**src/rtl/fetch_queue.sv**
```systemverilog
// fetch_queue: compacting instruction queue between fetch and decode/issue.
// It takes fetch packets with a per-slot valid mask, packs the valid slots into
// a circular buffer, and presents up to ISSUE_WIDTH entries per cycle in
// program order. A fault packet leaves one marker entry and then blocks fetch
// until the next flush.
// Optional feature macro: FETCH_QUEUE_BYPASS_EN. When it is defined, a packet
// pushed into an empty queue drives the output lanes in the same cycle.
module fetch_queue #(
  parameter int FETCH_WIDTH = 2,
  parameter int ISSUE_WIDTH = 2,
  parameter int DEPTH       = 8,
  parameter int DEPTH_W     = 3
) (
  input  logic                       clk_i,
  input  logic                       rst_i,
  input  logic                       flush_i,
  input  logic                       in_valid_i,
  output logic                       in_accept_o,
  input  logic [31:0]                in_pc_i,
  input  logic [32*FETCH_WIDTH-1:0]  in_instr_i,
  input  logic [FETCH_WIDTH-1:0]     in_mask_i,
  input  logic [FETCH_WIDTH-1:0]     in_pred_taken_i,
  input  logic                       in_fault_fetch_i,
  input  logic                       in_fault_page_i,
  output logic [ISSUE_WIDTH-1:0]     out_valid_o,
  output logic [32*ISSUE_WIDTH-1:0]  out_instr_o,
  output logic [32*ISSUE_WIDTH-1:0]  out_pc_o,
  output logic [ISSUE_WIDTH-1:0]     out_fault_fetch_o,
  output logic [ISSUE_WIDTH-1:0]     out_fault_page_o,
  output logic [ISSUE_WIDTH-1:0]     out_pred_taken_o,
  input  logic [ISSUE_WIDTH-1:0]     out_accept_i,
  output logic [DEPTH_W:0]           count_o
);

  localparam int CNT_W = DEPTH_W + 1;
  localparam logic [0:0] ST_RUN        = 1'b0;
  localparam logic [0:0] ST_FAULT_HOLD = 1'b1;

  logic [DEPTH_W-1:0] rd_ptr_q, rd_ptr_d;
  logic [DEPTH_W-1:0] wr_ptr_q, wr_ptr_d;
  logic [CNT_W-1:0]   count_q, count_d;
  logic [0:0]         state_q, state_d;

  // Queue storage; contents are deliberately left unreset.
  logic [31:0] mem_instr [DEPTH];
  logic [31:0] mem_pc    [DEPTH];
  logic        mem_pt    [DEPTH];
  logic        mem_ff    [DEPTH];
  logic        mem_fp    [DEPTH];

  // Packet after compaction: entry j is the j-th entry this packet contributes.
  logic [31:0]            cmp_instr [FETCH_WIDTH];
  logic [31:0]            cmp_pc    [FETCH_WIDTH];
  logic [FETCH_WIDTH-1:0] cmp_pt, cmp_ff, cmp_fp;
  logic [CNT_W-1:0]       push_cnt;
  logic                   is_fault;
  logic                   push;
  logic                   byp_active;

  logic [CNT_W-1:0]       pop_cnt;
  logic                   pop_run;
  logic [CNT_W-1:0]       skip_cnt;
  logic [CNT_W-1:0]       rd_adv;
  logic [CNT_W-1:0]       pushed_cnt;
  logic [FETCH_WIDTH-1:0] wr_en;
  logic [DEPTH_W-1:0]     wr_addr [FETCH_WIDTH];

  // Fetch is taken only as whole packets, judged on the registered count alone.
  assign in_accept_o = !rst_i && (state_q == ST_RUN) &&
                       (count_q <= CNT_W'(DEPTH - FETCH_WIDTH));
  assign push    = in_valid_i && in_accept_o && !flush_i;
  assign count_o = count_q;

`ifdef FETCH_QUEUE_BYPASS_EN
  assign byp_active = push && (count_q == '0) && (state_q == ST_RUN);
`else
  assign byp_active = 1'b0;
`endif

  // Compact masked slots into ascending entries; a fault packet becomes one marker entry.
  always_comb begin
    is_fault = in_fault_fetch_i | in_fault_page_i;
    push_cnt = '0;
    cmp_pt   = '0;
    cmp_ff   = '0;
    cmp_fp   = '0;
    for (int j = 0; j < FETCH_WIDTH; j++) begin
      cmp_instr[j] = '0;
      cmp_pc[j]    = '0;
    end
    if (is_fault) begin
      push_cnt  = CNT_W'(1);
      cmp_ff[0] = in_fault_fetch_i;
      cmp_fp[0] = in_fault_page_i;
      cmp_pc[0] = in_pc_i;
      cmp_pt[0] = in_pred_taken_i[0];
      // Descending scan so the lowest masked slot is the one that sticks.
      for (int k = FETCH_WIDTH - 1; k >= 0; k--) begin
        if (in_mask_i[k]) begin
          cmp_pc[0] = in_pc_i + 32'(4 * k);
          cmp_pt[0] = in_pred_taken_i[k];
        end
      end
    end else begin
      for (int k = 0; k < FETCH_WIDTH; k++) begin
        if (in_mask_i[k]) begin
          for (int j = 0; j < FETCH_WIDTH; j++) begin
            if (push_cnt == CNT_W'(j)) begin
              cmp_instr[j] = in_instr_i[32*k +: 32];
              cmp_pc[j]    = in_pc_i + 32'(4 * k);
              cmp_pt[j]    = in_pred_taken_i[k];
            end
          end
          push_cnt = push_cnt + CNT_W'(1);
        end
      end
    end
  end

  // Output lanes read storage from rd_ptr, or the compacted packet when bypassing.
  for (genvar gi = 0; gi < ISSUE_WIDTH; gi++) begin : g_lane
    logic [DEPTH_W-1:0] lane_idx;
    logic               stored_vld;
    assign lane_idx   = rd_ptr_q + DEPTH_W'(gi);
    assign stored_vld = (count_q > CNT_W'(gi)) && !flush_i && !rst_i;
    if (gi < FETCH_WIDTH) begin : g_byp
      assign out_valid_o[gi]          = byp_active ? (push_cnt > CNT_W'(gi)) : stored_vld;
      assign out_instr_o[32*gi +: 32] = byp_active ? cmp_instr[gi] : mem_instr[lane_idx];
      assign out_pc_o[32*gi +: 32]    = byp_active ? cmp_pc[gi]    : mem_pc[lane_idx];
      assign out_pred_taken_o[gi]     = byp_active ? cmp_pt[gi]    : mem_pt[lane_idx];
      assign out_fault_fetch_o[gi]    = byp_active ? cmp_ff[gi]    : mem_ff[lane_idx];
      assign out_fault_page_o[gi]     = byp_active ? cmp_fp[gi]    : mem_fp[lane_idx];
    end else begin : g_mem
      assign out_valid_o[gi]          = stored_vld && !byp_active;
      assign out_instr_o[32*gi +: 32] = mem_instr[lane_idx];
      assign out_pc_o[32*gi +: 32]    = mem_pc[lane_idx];
      assign out_pred_taken_o[gi]     = mem_pt[lane_idx];
      assign out_fault_fetch_o[gi]    = mem_ff[lane_idx];
      assign out_fault_page_o[gi]     = mem_fp[lane_idx];
    end
  end

  // Pop count is the unbroken run of accepted valid lanes starting at lane 0.
  always_comb begin
    pop_cnt = '0;
    pop_run = 1'b1;
    for (int k = 0; k < ISSUE_WIDTH; k++) begin
      pop_run = pop_run & out_accept_i[k] & out_valid_o[k];
      if (pop_run) pop_cnt = pop_cnt + CNT_W'(1);
    end
  end

  // Write enables and addresses; bypassed entries popped this cycle are skipped.
  always_comb begin
    skip_cnt   = byp_active ? pop_cnt : '0;
    rd_adv     = byp_active ? '0 : pop_cnt;
    pushed_cnt = push ? push_cnt : '0;
    for (int j = 0; j < FETCH_WIDTH; j++) begin
      wr_en[j]   = push && (CNT_W'(j) < push_cnt) && (CNT_W'(j) >= skip_cnt);
      wr_addr[j] = wr_ptr_q + DEPTH_W'(j) - skip_cnt[DEPTH_W-1:0];
    end
  end

  // Next-state for pointers, occupancy and the fault-hold state.
  always_comb begin
    rd_ptr_d = rd_ptr_q + rd_adv[DEPTH_W-1:0];
    wr_ptr_d = wr_ptr_q + DEPTH_W'(pushed_cnt - skip_cnt);
    count_d  = count_q + pushed_cnt - pop_cnt;
    state_d  = state_q;
    if (push && is_fault) state_d = ST_FAULT_HOLD;
  end

  // Storage write port, one lane per compacted entry.
  always_ff @(posedge clk_i) begin
    for (int j = 0; j < FETCH_WIDTH; j++) begin
      if (wr_en[j]) begin
        mem_instr[wr_addr[j]] <= cmp_instr[j];
        mem_pc[wr_addr[j]]    <= cmp_pc[j];
        mem_pt[wr_addr[j]]    <= cmp_pt[j];
        mem_ff[wr_addr[j]]    <= cmp_ff[j];
        mem_fp[wr_addr[j]]    <= cmp_fp[j];
      end
    end
  end

  // Control registers; a flush empties the queue exactly as reset does.
  always_ff @(posedge clk_i) begin
    if (rst_i || flush_i) begin
      rd_ptr_q <= '0;
      wr_ptr_q <= '0;
      count_q  <= '0;
      state_q  <= ST_RUN;
    end else begin
      rd_ptr_q <= rd_ptr_d;
      wr_ptr_q <= wr_ptr_d;
      count_q  <= count_d;
      state_q  <= state_d;
    end
  end

endmodule
```
**config.mk**
```make
export PLATFORM = sky130hd
export DESIGN_NAME = fetch_queue
export DESIGN_NICKNAME = d
export VERILOG_FILES = /design/src/rtl/fetch_queue.sv
export SDC_FILE = /design/constraint.sdc
export NUM_CORES = 1
export LEC_CHECK = 0
export CAP_MARGIN = 5
export CORE_MARGIN = 4
export CORE_UTILIZATION = 30
export DETAILED_ROUTE_END_ITERATION = 16
export HOLD_SLACK_MARGIN = 0.12
export PLACE_DENSITY = 0.44
export SLEW_MARGIN = 20
export SYNTH_ARGS = -nofsm -noshare
export SYNTH_HDL_FRONTEND = slang
export SYNTH_SLANG_ARGS = --single-unit
```
**constraint.sdc**
```tcl
create_clock -name clk_i -period 8.9 [get_ports clk_i]
set_input_delay 2.225 -clock clk_i [delete_from_list [all_inputs] [get_ports clk_i]]
set_output_delay 2.225 -clock clk_i [all_outputs]
set_load 0.02 [all_outputs]
```
==> results by group <==
Placed design
  – DP HPWL: 73,830 um
  – Port Buf Inserts: about 250
  – Placed instance area: approximately 37,000 um2
  – Placer Congestion: 0.8136
  – Dpl cells: approximately 4,200
  – DP Worst Slack: between 2 and 2.5 ns

GRT
  – First-pass GRT wire length: 180,100 um
  – GRT Util Overall: 21.09%
  – Antenna violations before repair: 8
  – Largest net degree at the start of global routing: 79
  – Number of global-route vias before repair: 25,840
  – Congestion Overflow GR: 0

Synth
  – FF+latch count, synth: 547
  – Sequential area share after synthesis: about half
  – Synth area leader: edfxtp_1
  – Area share of the largest cell type after synthesis: 47.33%
  – Post-synthesis mux area share: 24.13%
  – Async set-reset flop share out of synthesis: 0%
  – Mapped Area: 32,990 um2
  – Synth Area in Adders: 0.8117%
  – Largest family of logic cells by synthesized area: multiplexers
  – Main flop type after synthesis: edfxtp_1
  – Yosys warns: 0
  – Post-Synthesis Cells: 2,768
  – Syn avg cell area: 11.92 um2
  – Post-synth net total: between 2,000 and 3,000
  – Synth Area in XOR/XNOR: less than 1%
  – Number of synthesized flops with an enable pin: 520
  – Synth Area in Simple Gates: 10.61%
  – Synth Area in Compound Gates: 11.34%
  – Top post-synthesis cells by area: edfxtp_1 47%, mux4_2 18%, o21ai_0 5.2%
  – Post-synth cell types: 73

Clock network
  – Setup Buffers After CTS: 0
  – Clock-pin slew on the worst setup and hold paths: 0.05 ns
  – CTS buffer count: 68
  – Max clock buf depth: 3
  – Clk Latency, worst-skew pair: 0.62 ns
  – CTS H-Tree Depth: 3
  – Root Buffer: clkbuf_16
  – CTS sink cnt: 547
  – Hold_buf cts: 0
  – CTS tree: yes
  – Post-cts sizing count: 0

Floorplan
  – Die Ht: 339.6 um
  – Die X: 339.6 um
  – Core ar.: 109,000 um2
  – Initial core utilization: between 30% and 40%
  – I/O pin cnt: ~250
  – Die area: 115,300 um2
  – FP Rows: 121

STA
  – Slack of the critical path: 2.273 ns
  – Setup violations, final: 0
  – Post-route minimum period: 6.627 ns
  – Fmax: about 150 MHz
  – Worst Tran Pin Value: 1.146 ns
  – Worst slew margin: 23.42%
  – Period Utilization, post-route: 74.46%
  – Slew Limit Fails: 0
  – Final hold vios: 0
  – Worst clock skew: roughly 0.017 ns
  – Final setup TNS: 0 ns
  – Unrepaired setup endpoints after global routing: no

Detailed routing
  – Avg WL per Cell: between 20 and 30 um
  – Via density: approximately 5.8
  – Post-route ant nets: 0
  – Via count: 25,090
  – Routed WL: 124,300 um
  – DRC Markers: 0
  – First drt pass iteration count: 5
  – Initial DRC Count: 2,391

Finish
  – FILL cells: approximately 11,000
  – Final net count: 3,014
  – Share of layout cells above drive strength 1: 20.46%
  – Post-route design area: 38,980 um2
  – Leading cell types in the layout, fill and taps excluded: 520 x edfxtp_1, 390 x nand2_1, 339 x o21ai_0, 268 x mux4_2, 247 x clkdlybuf4s50_1
  – Synth-to-Final Area Change: 18.15%
  – Commonest non-fill, non-tap cell in the layout: edfxtp_1
  – Final std cells w/o fill: 4,360
  – Final Core Density: 35.76%

Run
  – Max cap viols: 0

Critical path
  – Startpoint types: flip-flop
  – Crit. End Element: output pin
  – FF-to-FF End: mem_pc[6][0]
  – R2R Setup Slk: 5.05 ns
  – Reg2Reg Depth: 7
  – Critical path peak fanout: 51
  – Arrival time at the worst endpoint: 4.40 ns
  – Worst endpoint required time: 6.68 ns
  – R2r startpoint: wr_ptr_q[0]
  – Crit Path Class: reg2out

Min path
  – Hold Path End: mem_fp[2]
  – Tightest Hold Check Type: reg2reg
  – WHS Path Cells: 2
  – Hold path start: mem_fp[2]

Power and ir drop
  – Power Density: 154.9 nW/um2
  – Leak pwr: ~12 nW
  – Peak supply drop: 0.1078 mV

Outcome
  – Outcome: finished clean
[registers in the layout (all words and copies together), names as in the netlist]
name and count:
mem_pc 256, mem_pt 8, count_o 4, mem_ff 8, wr_ptr_q 3, mem_instr 256, rd_ptr_q 3, mem_fp 8
state_q 1
[per-layer routing]
layer | GRT usage (%) | up-vias | routed length [um]
met1 | 26.64 | 12860 | 49840
met5 | 0.7917 | - | 152
li1 | - | 10930 | -
met4 | 6.311 | 7 | 3965
met2 | 36.87 | 1072 | 62100
met3 | 3.666 | 219 | 8197
[stage by stage]
stage	power [mW]	hold slack, ns
6_report	6.037	0.5273
5_1_grt	6.240	0.5469
4_1_cts	6.090	0.5212
3_5_place_dp	3.408	0.5097
3_3_place_gp	3.394	0.4955
2_1_floorplan	3.199	0.4721
[worst max path at each step]
stage / start / slack, ns / endpoint
after floorplan: in_fault_page_i / 0.11 / mem_instr[6][0]
after detailed placement: rst_i / 2.32 / in_accept_o
after global routing: rd_ptr_q[0] / 1.96 / out_pc_o[33]
final: rd_ptr_q[0] / 2.27 / out_pc_o[33]
after global placement: rst_i / 2.30 / in_accept_o
after CTS: rd_ptr_q[0] / 2.13 / out_pc_o[33]
[kinds of logic after synthesis]
logic type / after synthesis
AND/OR/NAND/NOR: 780
AO/OA/AOI/OAI: 681
flip-flops: 547
multiplexers: 443
buffers and inverters: 268
XOR/XNOR: 30
adder cells (fa/ha/maj): 19
[worst max-delay path, stage by stage (launching register included)]
cell,delay [ns]
dfxtp_4,0.73
buf_4,0.78
buf_4,0.70
mux4_2,0.61
mux2_2,0.32
clkdlybuf4s50_1,0.55
[cell usage after synthesis, drive strengths merged, types with 4 or more instances]
cell type and instances:
nor3 19, or2 6, and4 6, a21o 9
o22ai 44, nor2 206, a21boi 4, xnor2 25
nor4 17, and3 13, clkbuf 168, a31oi 4
ha 15, mux2i 40, fa 4, nand4 23
o211ai 7, buf 82, dfxtp 27, or3 9
xor2 5, nand2b 6, o21ai 347, mux4 268
o2bb2ai 5, nand3 33, a2bb2oi 4, and2 33
inv 17, nand2 397, a21oi 199, a22oi 35
mux2 135, edfxtp 520, o31ai 8
[layout make-up]
| cell class | instances | area, um2 | area share [%] |
|---|---|---|---|
| clock inverter | 34 | 224.0 | 0.5746 |
| multi-input combinational | 1953 | 15970 | 40.97 |
| antenna | 4 | 10.01 | 0.02568 |
| inverter | 18 | 67.56 | 0.1733 |
| clock buffer | 91 | 1872 | 4.802 |
| timing repair buffer | 299 | 2898 | 7.435 |
| sequential | 547 | 16170 | 41.48 |
| tap | 1414 | 1769 | 4.539 |
[power by group]
part / total [mW] / switching, mW / internal [mW]
registers: 2.85 / 0.0102 / 2.84
clock network: 2.68 / 1.14 / 1.54
logic: 0.505 / 0.294 / 0.211
total: 6.04 / 1.45 / 4.59
Power figures use the tool's default switching activity.
